$ cat src/rtl/mips_pkg.sv
// mips_pkg: MIPS opcode constants, instruction field positions/widths and immediate-class helper.
package mips_pkg;
  localparam int OP_W     = 6;
  localparam int REG_W    = 5;
  localparam int FUNCT_W  = 6;
  localparam int TARGET_W = 26;
  localparam int OP_LSB    = 26;
  localparam int RS_LSB    = 21;
  localparam int RT_LSB    = 16;
  localparam int RD_LSB    = 11;
  localparam int SHAMT_LSB = 6;
  localparam int FUNCT_LSB = 0;
  localparam logic [OP_W-1:0] OP_ANDI = 6'h0C;
  localparam logic [OP_W-1:0] OP_ORI  = 6'h0D;
  localparam logic [OP_W-1:0] OP_XORI = 6'h0E;
  localparam logic [OP_W-1:0] OP_LUI  = 6'h0F;
  function automatic logic is_logical(input logic [OP_W-1:0] op);
    return op == OP_ANDI || op == OP_ORI || op == OP_XORI;
  endfunction
endpackage

$ cat src/rtl/instr_decode_reg_sign_extend.sv
// SignExtendUnit: replicates the MSB of a FROM-bit value up to TO bits.
module SignExtendUnit #(
  parameter int FROM = 16,
  parameter int TO   = 32
) (
  input  logic [FROM-1:0] din,
  output logic [TO-1:0]   dout
);
  assign dout = {{(TO-FROM){din[FROM-1]}}, din};
endmodule

$ cat src/rtl/instr_decode_reg.sv
// instr_decode_reg: two-entry skid-buffered MIPS decode register with stall counter.
module instr_decode_reg
  import mips_pkg::*;
#(
  parameter int DATA_W = 32,
  parameter int IMM_W  = 16
) (
  input  logic              clk,
  input  logic              rst,
  input  logic              in_valid,
  output logic              in_ready,
  input  logic [DATA_W-1:0] in_instr,
  input  logic [DATA_W-1:0] in_pc,
  input  logic              flush,
  output logic              out_valid,
  input  logic              out_ready,
  output logic [5:0]        out_opcode,
  output logic [4:0]        out_rs,
  output logic [4:0]        out_rt,
  output logic [4:0]        out_rd,
  output logic [4:0]        out_shamt,
  output logic [5:0]        out_funct,
  output logic [25:0]       out_target,
  output logic [DATA_W-1:0] out_imm,
  output logic [DATA_W-1:0] out_pc4,
  output logic [15:0]       stall_cnt
);
  logic              h_v, s_v, acc, xfer;
  logic [DATA_W-1:0] h_instr, h_pc4, s_instr, s_pc4, in_pc4, sext;
  logic [IMM_W-1:0]  imm;
  // pc+4 is stored rather than pc so that out_pc4 reads 0 out of reset
  assign in_pc4   = in_pc + DATA_W'(4);
  assign in_ready = ~s_v;
  assign acc      = in_valid & in_ready;
  assign xfer     = h_v & out_ready;
  always_ff @(posedge clk or posedge rst)
    if (rst) begin
      h_v     <= 1'b0;
      s_v     <= 1'b0;
      h_instr <= '0;
      h_pc4   <= '0;
      s_instr <= '0;
      s_pc4   <= '0;
    end else if (flush) begin
      h_v <= 1'b0;
      s_v <= 1'b0;
    end else if (xfer && s_v) begin
      h_instr <= s_instr;
      h_pc4   <= s_pc4;
      s_v     <= 1'b0;
    end else if (acc && (xfer || !h_v)) begin
      h_instr <= in_instr;
      h_pc4   <= in_pc4;
      h_v     <= 1'b1;
    end else if (acc) begin
      s_instr <= in_instr;
      s_pc4   <= in_pc4;
      s_v     <= 1'b1;
    end else if (xfer)
      h_v <= 1'b0;
  always_ff @(posedge clk or posedge rst)
    if (rst)
      stall_cnt <= '0;
    else if (h_v && !out_ready && stall_cnt != 16'hFFFF)
      stall_cnt <= stall_cnt + 16'd1;
  SignExtendUnit #(.FROM(IMM_W), .TO(DATA_W)) u_sext (.din(imm), .dout(sext));
  assign imm        = h_instr[IMM_W-1:0];
  assign out_valid  = h_v;
  assign out_pc4    = h_pc4;
  assign out_opcode = h_instr[OP_LSB +: OP_W];
  assign out_rs     = h_instr[RS_LSB +: REG_W];
  assign out_rt     = h_instr[RT_LSB +: REG_W];
  assign out_rd     = h_instr[RD_LSB +: REG_W];
  assign out_shamt  = h_instr[SHAMT_LSB +: REG_W];
  assign out_funct  = h_instr[FUNCT_LSB +: FUNCT_W];
  assign out_target = h_instr[TARGET_W-1:0];
  assign out_imm    = out_opcode == OP_LUI    ? {imm, {(DATA_W-IMM_W){1'b0}}} :
                      is_logical(out_opcode)  ? DATA_W'(imm) : sext;
endmodule

$ cat config.mk
export PLATFORM = sky130hd
export DESIGN_NAME = instr_decode_reg
export DESIGN_NICKNAME = d
export VERILOG_FILES = /design/src/rtl/mips_pkg.sv /design/src/rtl/instr_decode_reg_sign_extend.sv /design/src/rtl/instr_decode_reg.sv
export SDC_FILE = /design/constraint.sdc
export NUM_CORES = 1
export LEC_CHECK = 0
export CAP_MARGIN = 25
export CORE_MARGIN = 2
export CORE_UTILIZATION = 50
export CTS_BUF_LIST = sky130_fd_sc_hd__clkbuf_8
export DETAILED_ROUTE_END_ITERATION = 10
export PLACE_DENSITY = 0.93
export REMOVE_ABC_BUFFERS = 1
export SETUP_SLACK_MARGIN = 0.1
export SLEW_MARGIN = 20
export SYNTH_ARGS = -nofsm -noshare
export SYNTH_HDL_FRONTEND = slang
export SYNTH_HIERARCHICAL = 1
export SYNTH_SLANG_ARGS = --single-unit
$ cat constraint.sdc
create_clock -name clk -period 6.3 [get_ports clk]
set_input_delay 0.945 -clock clk [delete_from_list [all_inputs] [get_ports clk]]
set_output_delay 0.945 -clock clk [all_outputs]
set_load 0.005 [all_outputs]
Yosys cells after proc, flatten, opt, wreduce, memory -nomap -nowiden
Cells that the tools add are included.
Storage, ports and cells
  flip-flop bits (word level): 146
  bits in latches: 0
  memory bits (writable): 0
  ROM bits: 0
  input bits: 69
  logic and storage cells: 54
  memories kept: 0
Cells by class
  add/sub/neg operators: 2
  multiply operators: 0
  divide/modulo/power cells: 0
  order comparisons: 0
  equality and inequality tests: 8
  shift operators: 0
  mux-type cells: 15
  bitwise gates (word level): 6
  reduce and logical (&&, ||, !) cells: 16
Operators by type and width (count)
  $mux W32: 6
  $add A32 B3 Y32 const B: 1
  $eq A6 B4 Y1 const B: 4
  $add A16 B1 Y16 const B: 1
  $ne A16 B16 Y1 const B: 1
  $mux W1: 9
  $reduce_bool A3 Y1: 2
  $logic_and A1 B1 Y1: 4
  $not A1 Y1: 4
  $reduce_and A2 Y1: 2
  $reduce_and A4 Y1: 1
  $logic_or A1 B1 Y1: 3
  $ne A3 B2 Y1 const B: 1
  $ne A3 B3 Y1 const B: 1
  $reduce_and A3 Y1: 1
  $and A1 B1 Y1: 2
  $logic_not A1 Y1: 2
  $ne A2 B2 Y1 const B: 1
  $reduce_bool A2 Y1: 1

Logic depth before layout (Yosys ltp)
Gate-level depths: netlist (run 1).
  depth in word-level cells: 6
  depth in mapped cells: 7
  mapped depth without buffers: 6

Cells and area by module
Netlist (run 1), hierarchy kept.
Modules (own cells, without submodules)
  instr_decode_reg: times used 1, cells an instance 760, area an instance 7349.5 µm², seq. area each 3653.5 µm²
  SignExtendUnit: times used 1, cells an instance 32, area an instance 240.2 µm², seq. area each 0.0 µm²

Least setup slack after synthesis (run 1)
OpenSTA, ideal clock, no wires.
  path kind: register to output
  from: register h_instr[31]
  to: output out_imm[10]
  arrival time: 1.532 ns
  required time: 5.355 ns
  path slack: 3.823 ns
  cell stages (with the launch flop): 6
  buffers on the path: 2
  path through: dfrtp_1 > nand4bb_1 > clkbuf_1 > a21oi_1 > clkbuf_1 > a22o_1
On the way
  word-level cells in the longest chain between the ends: 2
RTL lines
  from (decl): line instr_decode_reg.sv:29  | logic [DATA_W-1:0] h_instr, h_pc4, s_instr, s_pc4, in_pc4, sext;
  from (signal assigned): line instr_decode_reg.sv:48  | h_instr <= s_instr;
  from (signal assigned): line instr_decode_reg.sv:52  | h_instr <= in_instr;
  $eq A6 B4 Y1: line instr_decode_reg.sv:77  | assign out_imm = out_opcode == OP_LUI ? {imm, {(DATA_W-IMM_W){1'b0}}} :
  $mux W32: line instr_decode_reg.sv:77
  to (decl): line instr_decode_reg.sv:24  | output logic [DATA_W-1:0] out_imm,
No other way between the ends.

Final worst setup path (run 1)
  from: register h_instr[31]
  to: output out_imm[5]
Same word-level chain as after synthesis.

==> results of run 1 <==
[power by group through the flow]
stage	registers (uW)	logic, uW	clock network, uW
after global placement	1310	787	0
final	1310	809	866
after detailed placement	1320	814	0
after floorplan	1300	327	0
after CTS	1310	818	883
after global routing	1340	884	922
[critical path: stages, from the launching register on]
cell             delay [ns]
dfrtp_1                0.40
nand4bb_1              0.18
buf_4                  0.24
a21oi_1                0.45
buf_4                  0.27
a22o_1                 0.15
clkdlybuf4s50_1        0.50
[stage by stage]
stage                     worst slack [ns]  setup TNS [ns]
after floorplan                     -0.940          -49.11
after global placement                2.84               0
after detailed placement              2.85               0
after CTS                             2.40               0
after global routing                  2.49               0
final                                 2.71               0
[logic make-up after synthesis]
group | after synthesis | synth area share, %
DFF | 146 | 48.1
adders and majority gates | 2 | 0.330
xor gates and xnor gates | 42 | 4.85
buffers and inverters | 109 | 8.79
and+or+nand+nor | 295 | 18.7
AOI/OAI and AO/OA | 160 | 13.6
muxes | 38 | 5.61
[Yosys cell counts (2+ instances only)]
library cell	number	area [um2]
a211o_1	4	35.0
and2_1	2	12.5
a22o_1	32	280
nand3_1	22	110
clkbuf_1	23	86.3
nor2_1	89	334
xor2_1	24	210
o21ai_1	2	10.0
o21ai_0	14	70.1
ha_1	2	25.0
and4_1	4	35.0
o22ai_1	2	12.5
a21oi_1	56	280
a21o_1	7	52.6
nand2b_1	2	12.5
nand3_2	2	20.0
mux2i_1	2	20.0
mux2_2	36	405
dfrtp_1	146	3650
a211oi_1	4	30.0
nand2_1	94	353
buf_4	63	473
buf_2	17	85.1
nand4_2	3	37.5
nand3b_1	7	52.6
nand4_1	24	150
a31oi_1	35	219
inv_1	5	18.8
nor4_4	2	42.5
xnor2_1	18	158
nor3_1	15	75.1
and3_1	19	119
or3_1	6	37.5
[flip-flops by register name (all words and copies together) (netlist names)]
signal	cells
stall_cnt	16
s_v	1
s_instr	32
h_instr	32
s_pc4	32
out_valid	1
out_pc4	32
[final timing paths]
path / slack [ns] / end / from / cells after the start
setup / recovery: 2.71 / out_imm[5] / h_instr[31] / 6
hold / removal: 0.48 / out_pc4[8] / out_pc4[8] / 1
setup reg to reg: 3.66 / out_pc4[27] / s_v / 6
hold reg to reg: 0.48 / out_pc4[8] / out_pc4[8] / 1
max in group asynchronous: 3.99 / h_instr[9] / rst / 3
min in group asynchronous: 1.00 / out_pc4[0] / rst / 2
[cell type report]
type | count | area [um2] | area share [%]
inverter | 5 | 23.8 | 0.242
timing repair buffer | 218 | 2160 | 21.9
multi-input combinational | 537 | 3290 | 33.5
clock inverter | 15 | 240 | 2.44
sequential | 146 | 3650 | 37.1
tap | 188 | 235 | 2.39
clock buffer | 17 | 234 | 2.38
[metal layers]
layer,up-vias,global-route usage (%),share of wire (%),routed length (um)
li1,3002,-,-,-
met1,3058,28.8,42,7590
met2,272,40.1,51,9190
met3,30,4.82,5.8,1050
met4,0,8.53,2.0,355
met5,-,0,0,0
==> out/metrics.csv, run 1 <==
stage,metric,value,unit
final_layout,syn2layout_area_growth,29.6,%
die,initial_utilization,50.5,%
worst_setup_path,critPathKind,reg -> out,
timing,tightest_slew,0.848,ns
logic_synthesis,synth-async-reset-ratio,100,%
worst_setup_path,end_kind,primary output,
routing,dr.pass1.iters,5,
clock_network,ctsResizeCount,0,
timing,skew,0.00906,ns
power_and_ir_drop,combPwrFrac,27.1,%
logic_synthesis,synthCells,792,
global_route,grt_pass1_wl,30100,um
logic_synthesis,synth_warnings,6,
placement,place_inst,1093,
die,die_h,127,um
timing,setup_viol,0,
power_and_ir_drop,power,2980,uW
timing,fmax,279,MHz
logic_synthesis,synth_edf_count,0,
power_and_ir_drop,power_leakage,0.00412,uW
power_and_ir_drop,netSwitchingPower,812,uW
run,cap_violations,0,
placement,gp_congestion,0.864,
timing,period_share,57.0,%
power_and_ir_drop,vdd_drop_max,167,uV
final_layout,stdcell_count,1126,
worst_setup_path,path_max_fanout,34,
clock_network,clk_pin_slew_worst_paths,0.08,ns
logic_synthesis,synth_sequential_area_ratio,48.1,%
logic_synthesis,syn_area_per_cell,9.58,um2
clock_network,cts_sinks,146,
clock_network,max-clock-path-buffers,2,
routing,wl_per_cell,16.2,um
final_layout,n_antenna_cell,0,
power_and_ir_drop,clockPowerShare,29.0,%
clock_network,postCtsHoldBufs,0,
placement,hpwl,12600,um
placement,place_area,9350,um2
final_layout,num-nets-final,996,
routing,vias,6362,
worst_setup_path,start_kind,flop,
power_and_ir_drop,switching_share,27.2,%
final_layout,fin_util,65.4,%
clock_network,cts_inserted_buffers,17,
clock_network,cts_tree,yes,
die,num_rows,45,
timing,finalHoldViolCount,0,
global_route,grt_max_degree,93,
global_route,grt_antenna_before_repair,0,
routing,vias_per_cell,5.65,
global_route,gr-usage-all-layers,23.2,%
routing,drt_iter0_drc,376,
power_and_ir_drop,pwr-share-seq,43.9,%
final_layout,fill_cells,1179,
logic_synthesis,synth_top_flop_cell,dfrtp_1,
routing,drc,0,
die,io_pins,209,
final_layout,final_area,9840,um2
clock_network,clock_latency,0.44,ns
final_layout,layout-drive-gt1-share,9.49,%
final_layout,final_cell_mix,"clkdlybuf4s50_1, dfrtp_1, nand2_1",
worst_setup_path,arrival,2.64,ns
power_and_ir_drop,power.density,303,nW/um2
global_route,grt.overflow.total,0,
clock_network,cts_root_buf,clkbuf_8,
clock_network,cts_max_level,4,
routing,wirelength,18200,um
logic_synthesis,synth_area,7590,um2
final_layout,final_common_cell,clkdlybuf4s50_1,
logic_synthesis,ys_ff_latch,146,
placement,io_buffers,208,
die,core-area,15000,um2
timing,timing.hold.ws,0.478,ns
timing,rsz0062_at_grt,no,
timing,fin_crit,3.59,ns
die,die-area,16200,um2
power_and_ir_drop,p_int,2170,uW
run_status,outcome,completed,
timing,final_max_slew_viol_count,0,
timing,slew-limit-headroom,43.5,%
die,fp.dieW,127,um
worst_setup_path,worstPathRequired,5.35,ns
clock_network,cts_setup_buffers,0,
global_route,grt_pass1_vias,6101,
routing,antenna_left,0,
worst_hold_path,min-delay-path-class,reg -> reg,
logic_synthesis,ys_types,42,
No activity file was read; power rests on OpenSTA's default activity.
==> run 2, diff against run 1 <==
==> constraint.sdc (replaced) <==
create_clock -name clk -period 3.45 [get_ports clk]
set_input_delay 0.5175 -clock clk [delete_from_list [all_inputs] [get_ports clk]]
set_output_delay 0.5175 -clock clk [all_outputs]
set_load 0.005 [all_outputs]
==> run 2 against run 1 <==
Clock skew rose by 0.0049 ns. Routed wire length is 3.2% higher. Critical path depth stayed put. Worst setup slack lost 2.1 ns. Register-to-register slack worse by 2.4 ns. Final cell count increased by 0.36%. Hold slack improved by 0.0086 ns. Design area fell by 0.10%. First-iteration DRC count up 13%.
==> out/metrics.csv, run 2 (same netlist as run 1, synthesis figures left out) <==
stage,metric,value,unit,change
run_status,outcome,completed,,unchanged
global_route,gr-usage-all-layers,23.7,%,was 23.2%
power_and_ir_drop,power,5240,uW,was 2980 uW
clock_network,cts_sinks,146,,unchanged
timing,tns,0,ns,unchanged
worst_setup_path,path_max_fanout,34,,unchanged
worst_setup_path,worstPathRequired,2.93,ns,was 5.35 ns
clock_network,cts_inserted_buffers,17,,unchanged
routing,vias,6438,,"was 6,362"
clock_network,max-clock-path-buffers,2,,unchanged
global_route,grt.overflow.total,0,,unchanged
worst_setup_path,start_kind,flop,,unchanged
timing,skew,0.0139,ns,was 0.00906 ns
timing,slew-limit-headroom,49.7,%,was 43.5%
worst_hold_path,min-delay-path-class,reg -> reg,,unchanged
timing,final_max_slew_viol_count,0,,unchanged
routing,antenna_left,0,,unchanged
worst_setup_path,end_kind,primary output,,unchanged
worst_setup_path,critPathKind,reg -> out,,unchanged
worst_setup_path,r2r_end,out_pc4[28],,was out_pc4[27]
worst_setup_path,regToRegSetupSlack,1.26,ns,was 3.66 ns
clock_network,cts_root_buf,clkbuf_8,,unchanged
worst_setup_path,reg2reg_from,out_valid,,was s_v
final_layout,stdcell_count,1130,,"was 1,126"
die,core-area,15000,um2,unchanged
worst_setup_path,arrival,2.37,ns,was 2.64 ns
clock_network,clk_pin_slew_worst_paths,0.08,ns,about the same
placement,io_buffers,208,,unchanged
worst_hold_path,min_from,out_pc4[9],,was out_pc4[8]
final_layout,n_antenna_cell,0,,unchanged
clock_network,postCtsHoldBufs,0,,unchanged
placement,place_inst,1098,,"was 1,093"
worst_setup_path,reg2reg_depth,5,,was 6
clock_network,cts_setup_buffers,0,,unchanged
clock_network,clock_latency,0.45,ns,was 0.44 ns
global_route,grt_pass1_vias,6167,,"was 6,101"
timing,setup_ws,0.562,ns,was 2.71 ns
die,die_h,127,um,unchanged
routing,wirelength,18800,um,"was 18,200 um"
die,num_rows,45,,unchanged
clock_network,cts_tree,yes,,unchanged
final_layout,num-nets-final,1000,,was 996
placement,pre_cts_slack,0.551,ns,was 2.85 ns
worst_hold_path,whs_path_depth,1,,unchanged
power_and_ir_drop,vdd_drop_max,280,uV,was 167 uV
placement,gp_congestion,0.884,,was 0.864
timing,rsz0062_at_grt,no,,unchanged
final_layout,syn2layout_area_growth,29.5,%,was 29.6%
routing,wl_per_cell,16.6,um,was 16.2 um
clock_network,cts_max_level,4,,unchanged
die,io_pins,209,,unchanged
final_layout,final_cell_mix,"clkdlybuf4s50_1, dfrtp_1, nand2_1",,unchanged
placement,hpwl,13200,um,"was 12,600 um"
global_route,grt_max_degree,94,,was 93
timing,fmax,346,MHz,
timing,fin_crit,2.89,ns,
routing,drt_iter0_drc,424,,was 376
timing,tightest_slew,0.755,ns,was 0.848 ns
routing,dr.pass1.iters,6,,was 5
power_and_ir_drop,power.density,533,nW/um2,was 303 nW/um2
timing,period_share,83.7,%,
die,initial_utilization,50.5,%,unchanged
routing,vias_per_cell,5.70,,was 5.65
routing,drc,0,,unchanged
timing,setup_viol,0,,unchanged
global_route,grt_antenna_before_repair,0,,unchanged
final_layout,final_common_cell,clkdlybuf4s50_1,,unchanged
global_route,grt_pass1_wl,30900,um,"was 30,100 um"
worst_hold_path,hold_end,out_pc4[9],,was out_pc4[8]
die,fp.dieW,127,um,unchanged
power_and_ir_drop,power_leakage,0.00411,uW,was 0.00412 uW
final_layout,layout-drive-gt1-share,10.1,%,was 9.49%
timing,finalHoldViolCount,0,,unchanged
die,die-area,16200,um2,unchanged
clock_network,ctsResizeCount,0,,unchanged
run,cap_violations,0,,unchanged
[run 2: worst max-delay path, stage by stage, from the launching register on]
cell,delay (ns)
dfrtp_1,0.40
nand4bb_1,0.19
buf_4,0.25
a21oi_1,0.17
buf_4,0.24
a22o_1,0.16
clkdlybuf4s50_1,0.51
[run 2: final cells by class]
class	instances	area (um2)
sequential	146	3650
tap	188	235
timing repair buffer	222	2220
clock inverter	14	153
inverter	5	23.8
fill	1137	5210
multi-input combinational	537	3290
clock buffer	18	248
[run 2: worst max path at each step]
stage,start,end,depth (start not counted)
global route,h_instr[31],out_imm[2],6
floorplan,out_ready,s_instr[0],3
finish,h_instr[31],out_imm[2],6
detailed placement,in_pc[2],out_pc4[20],7
CTS,h_instr[31],out_imm[7],6
global placement,in_pc[2],out_pc4[20],7
[run 2: where the power goes]
group / leakage (uW) / switching (uW) / internal, uW
Combinational: 0.00218 / 541 / 949
Sequential: 0.00174 / 303 / 2100
Clock: 0.000192 / 681 / 669
Total: 0.00411 / 1530 / 3710
[run 2: per-stage QoR]
stage	area, um2	util (%)	hold slack [ns]
2_1_floorplan	6940	-	0.473
3_3_place_gp	9430	62.7	0.470
3_5_place_dp	9430	62.7	0.467
4_1_cts	9830	65.4	0.490
5_1_grt	9830	65.4	0.503
6_report	9830	65.4	0.487
[run 2: routing by layer]
| layer | global-route usage, % | wire (um) |
|---|---|---|
| met1 | 29.3 | 7460 |
| met2 | 42.1 | 9670 |
| met3 | 4.19 | 1180 |
| met4 | 8.40 | 467 |
| met5 | 0 | 0 |
